$ cat src/rtl/data_serializer.sv
// data_serializer: splits one IW-bit sample into NSLICE = ceil(IW/OW) words,
// most significant slice first. Both sides use valid/ready handshakes:
// a transfer happens on a rising clock edge where valid and ready are both high,
// and a presented word (data_o/last_o/valid_o) is held until it is taken.
// Non-integer ratios are zero-padded at the top of the first slice.
// Optional feature macro: DATA_SERIALIZER_HEADER_EN (emit HEADER before each sample).
module data_serializer #(
    parameter int              IW     = 24,
    parameter int              OW     = 8,
    parameter logic [OW-1:0]   HEADER = OW'(8'hA5)
) (
    input  logic          clk_i,
    input  logic          rst_n_i,
    input  logic [IW-1:0] data_i,
    input  logic          valid_i,
    output logic          ready_o,
    output logic [OW-1:0] data_o,
    output logic          valid_o,
    input  logic          ready_i,
    output logic          last_o
);

    // Holding register is NSLICE*OW bits; the NSLICE*OW-IW pad bits sit above the sample.
    localparam int                NSLICE        = (IW + OW - 1) / OW;
    localparam int                HW            = NSLICE * OW;
    localparam int                IDXW          = (NSLICE > 1) ? $clog2(NSLICE) : 1;
    localparam logic [IDXW-1:0]   LAST_IDX      = IDXW'(NSLICE - 1);
    localparam logic              FIRST_IS_LAST = (NSLICE == 1);

`ifdef DATA_SERIALIZER_HEADER_EN
    typedef enum logic [1:0] {
        IDLE = 2'd0,
        SEND = 2'd1,
        HDR  = 2'd2
    } state_t;
`else
    typedef enum logic [0:0] {
        IDLE = 1'b0,
        SEND = 1'b1
    } state_t;

    // HEADER only matters when the header feature is compiled in.
    logic unused_header;
    assign unused_header = ^HEADER;
`endif

    state_t          state_q, state_d;
    logic [HW-1:0]   hold_q, hold_d;
    logic [IDXW-1:0] idx_q, idx_d, idx_nx;
    logic [OW-1:0]   data_q, data_d;
    logic            valid_q, valid_d;
    logic            last_q, last_d;
    logic            out_xfer;
    logic            load;

    // Slice k counted from the top: h[(NSLICE-k)*OW-1 -: OW].
    function automatic logic [OW-1:0] slice_of(input logic [HW-1:0] h, input logic [IDXW-1:0] k);
        logic [HW-1:0] t;
        t = h >> ((NSLICE - 1 - int'(k)) * OW);
        return t[OW-1:0];
    endfunction

    assign data_o  = data_q;
    assign valid_o = valid_q;
    assign last_o  = last_q;
    assign idx_nx  = idx_q + 1'b1;

    // Next-state, next-output and input-ready decode.
    always_comb begin
        state_d  = state_q;
        hold_d   = hold_q;
        idx_d    = idx_q;
        data_d   = data_q;
        valid_d  = valid_q;
        last_d   = last_q;
        load     = 1'b0;
        out_xfer = valid_q && ready_i;
        // A new sample is taken when idle, or in the same cycle the final slice leaves.
        ready_o  = (state_q == IDLE) || ((state_q == SEND) && ready_i && last_q);

        case (state_q)
            IDLE: begin
                if (valid_i) begin
                    load = 1'b1;
                end
            end
            SEND: begin
                if (out_xfer) begin
                    if (last_q) begin
                        if (valid_i) begin
                            load = 1'b1;
                        end else begin
                            valid_d = 1'b0;
                            last_d  = 1'b0;
                            state_d = IDLE;
                        end
                    end else begin
                        idx_d  = idx_nx;
                        data_d = slice_of(hold_q, idx_nx);
                        last_d = (idx_nx == LAST_IDX);
                    end
                end
            end
`ifdef DATA_SERIALIZER_HEADER_EN
            HDR: begin
                if (out_xfer) begin
                    data_d  = slice_of(hold_q, '0);
                    last_d  = FIRST_IS_LAST;
                    state_d = SEND;
                end
            end
`endif
            default: begin
                state_d = IDLE;
            end
        endcase

        // Accepting a sample always restarts the word sequence from the top.
        if (load) begin
            hold_d  = HW'(data_i);
            idx_d   = '0;
            valid_d = 1'b1;
`ifdef DATA_SERIALIZER_HEADER_EN
            data_d  = HEADER;
            last_d  = 1'b0;
            state_d = HDR;
`else
            data_d  = slice_of(HW'(data_i), '0);
            last_d  = FIRST_IS_LAST;
            state_d = SEND;
`endif
        end
    end

    // State and output registers; reset discards any partially sent sample.
    always_ff @(posedge clk_i or negedge rst_n_i) begin
        if (!rst_n_i) begin
            state_q <= IDLE;
            hold_q  <= '0;
            idx_q   <= '0;
            data_q  <= '0;
            valid_q <= 1'b0;
            last_q  <= 1'b0;
        end else begin
            state_q <= state_d;
            hold_q  <= hold_d;
            idx_q   <= idx_d;
            data_q  <= data_d;
            valid_q <= valid_d;
            last_q  <= last_d;
        end
    end

endmodule

$ cat config.mk
export PLATFORM = sky130hd
export DESIGN_NAME = data_serializer
export DESIGN_NICKNAME = d
export VERILOG_FILES = /design/src/rtl/data_serializer.sv
export SDC_FILE = /design/constraint.sdc
export NUM_CORES = 1
export LEC_CHECK = 0
export CORE_AREA = 2 2 79 81
export CTS_CLUSTER_DIAMETER = 50
export CTS_CLUSTER_SIZE = 28
export DETAILED_ROUTE_END_ITERATION = 16
export DIE_AREA = 0 0 81 83
export DONT_BUFFER_PORTS = 1
export GPL_TIMING_DRIVEN = 0
export PLACE_DENSITY = 0.4
export REMOVE_ABC_BUFFERS = 1
export SKIP_CTS_REPAIR_TIMING = 1
export SYNTH_ARGS = -nofsm -noshare
export SYNTH_HDL_FRONTEND = slang
export SYNTH_SLANG_ARGS = --single-unit
$ cat constraint.sdc
create_clock -name clk_i -period 6.6 [get_ports clk_i]
set_clock_uncertainty 0.2 [all_clocks]
set_input_delay 1.32 -clock clk_i [delete_from_list [all_inputs] [get_ports clk_i]]
set_output_delay 1.32 -clock clk_i [all_outputs]
set_load 0.02 [all_outputs]
==> run metrics <==
Synth Area in Simple Gates=between 20% and 30%; dpl cells=roughly 250; Crit path required time=roughly 5.1 ns; largest net degree at the start of global routing=38; final hold violations=0; H-tree depth=2; worst skew pair latency=0.28 ns; number of flops mapped to enable cells by yosys=0; Slew Viols, Final=0; crit path buf inv count=0; min-delay worst type=flip-flop to flip-flop; routed vias/inst=4.75; Pleak=about 0.92 nW; drt first pass iters=4; first-pass GRT wire length=around 6500 um; most common cell after layout, fill and taps aside=nand2_1; Ys Warns=0; Max Fanout on Critical Path=4; number of max-cap violations=0; CP endpoint kind=output port; Initial DRC Count=between 60 and 70; Max Freq=~320 MHz; area share of the largest cell type after synthesis=a little over half; CP peak stage delay=0.21 ns; Synth Area in Adders=1.47%; DIE AREA=between 6000 and 7000 um2; Layout area overhead=9.51%; pwr/cell area=262 nW/um2; Setup crit start kind=input pin; clock buffer count from CTS=5; CP max stage cell=nand2_1; Post-synth ARST share=100%; fin crit share=46.8%; ys flop type=dfrtp_1; core area=just under 6000 um2; Avg Cell Area, Syn=~9 um2; CTS tree=built; WHS=roughly 0.28 ns; clk root buf=clkbuf_8; Arr. time, crit path=1.57 ns; share of cells above drive strength 1=10.2%; slew margin rel.=a little under a third; DIE HEIGHT=83 um; clk sinks=37; Most Frequent Cell on Critical Path=nand2_1; top area cells in the synthesized netlist=dfrtp_1 55%, nand2_1 17%, mux2_2 4.6%; final core occ=31.9%; Critical Setup Path Class=input pin to output port; GR Util All Layers=12.9%; routability congestion estimate=slightly above 0.7; Final Power=between 0.4 and 0.5 mW; status=complete, no violations; mux contribution to synthesized area=between 5 and 6%; Unique masters post-synth=26; Final Non-Filler Cells=~260; antenna-violating nets left=0; Post-route DRC=0; clock buffer depth=2; Starting Density=between 20 and 30%; CP delay by family, top=simple AND/OR/NAND/NOR gates; crit-path cells=nand2_1, nand2_1; Placement Rows=28; Min Clock Period, post-route=between 3 and 4 ns; initial antenna violation count=0; mapped cell area=1700 um2; clock transition at the registers of the reported paths=roughly 0.080 ns; Antenna diodes=0; io pins=39; grt ovf=0; wire length per cell=15.1 um; Max VDD drop=roughly 0.066 mV; Die W=about 81 um; cells after synthesis=~190; worst slew pin tran=a little over 1 ns; RSZ-0062 raised after global routing=no; placed wire-length estimate=2610 um; vias in the first global route=between 1,000 and 1,500; nets@finish=approximately 220; largest area contributor in the netlist=dfrtp_1; Finish-stage setup viols=0; largest family of logic cells by synthesized area=simple AND/OR/NAND/NOR gates; Total Wirelength=slightly below 4000 um; Yosys reg bits=37; Synth Area in XOR/XNOR=0%; setup TNS=0 ns; port bufs=0; sequential area share after synthesis=54.6%; Vias=between 1,000 and 1,500; Synth Area in Compound Gates=under 10%; most frequent cells in the layout=78 x nand2_1, 37 x dfrtp_1, 10 x nor2_1
-- per-layer routing --
metal  GRT usage (%)  share of wire [%]  wire (um)
met1            15.0                 44       1730
met2            21.7                 48       1910
met3            4.89                6.6        259
met4            4.16                1.3         51
met5               0                  0          0
-- final cells by class --
class / count / area (um2)
Clock buffer: 7 / 96.3
Clock inverter: 1 / 5.00
Fill cell: 633 / 3960
Inverter: 4 / 15.0
Multi-Input combinational cell: 137 / 711
Sequential cell: 37 / 926
Tap cell: 75 / 93.8
Timing Repair Buffer: 1 / 11.3
-- Yosys cell counts, drive strengths merged, types with 3 or more instances --
cell   number
a31oi       8
buf         7
dfrtp      37
a22oi       8
or3         7
nand2      78
a21oi       3
mux2        7
inv         4
nor2       10
-- per-stage QoR --
step | cell area [um2] | setup slack (ns)
after global placement | 1740 | 2.98
after floorplan | 1650 | 3.54
after detailed placement | 1760 | 3.51
after global routing | 1860 | 3.43
after CTS | 1860 | 3.51
final | 1860 | 3.51
-- worst paths after layout --
kind                            start         end  slack [ns]  cells after the start
setup / recovery              ready_i     ready_o        3.51                      2
hold / removal             hold_q[22]  hold_q[22]        0.28                      2
setup reg to reg             idx_q[0]   data_o[4]        3.61                      6
hold reg to reg            hold_q[22]  hold_q[22]        0.28                      2
max in group asynchronous     rst_n_i  hold_q[13]        5.59                      0
min in group asynchronous     rst_n_i   data_o[7]        0.52                      0
-- registers in the layout, summed over array words and instances, names as in the netlist --
name	count
hold_q	24
data_o	8
idx_q	2
last_o	1
state_q	1
valid_o	1
-- cells by family after synthesis --
logic type / Yosys count
adder cells (fa/ha/maj): 2
AO/OA/AOI/OAI: 24
multiplexers: 9
AND/OR/NAND/NOR: 102
flip-flops: 37
buffers and inverters: 13
-- power breakdown --
group	internal, mW	total (mW)	switching [mW]	leakage, nW
sequential	0.239	0.264	0.0246	0.486
clock	0.0944	0.175	0.0810	0.0542
combinational	0.0196	0.0482	0.0286	0.379
total	0.353	0.487	0.134	0.919
No activity file was read; power rests on OpenSTA's default activity.
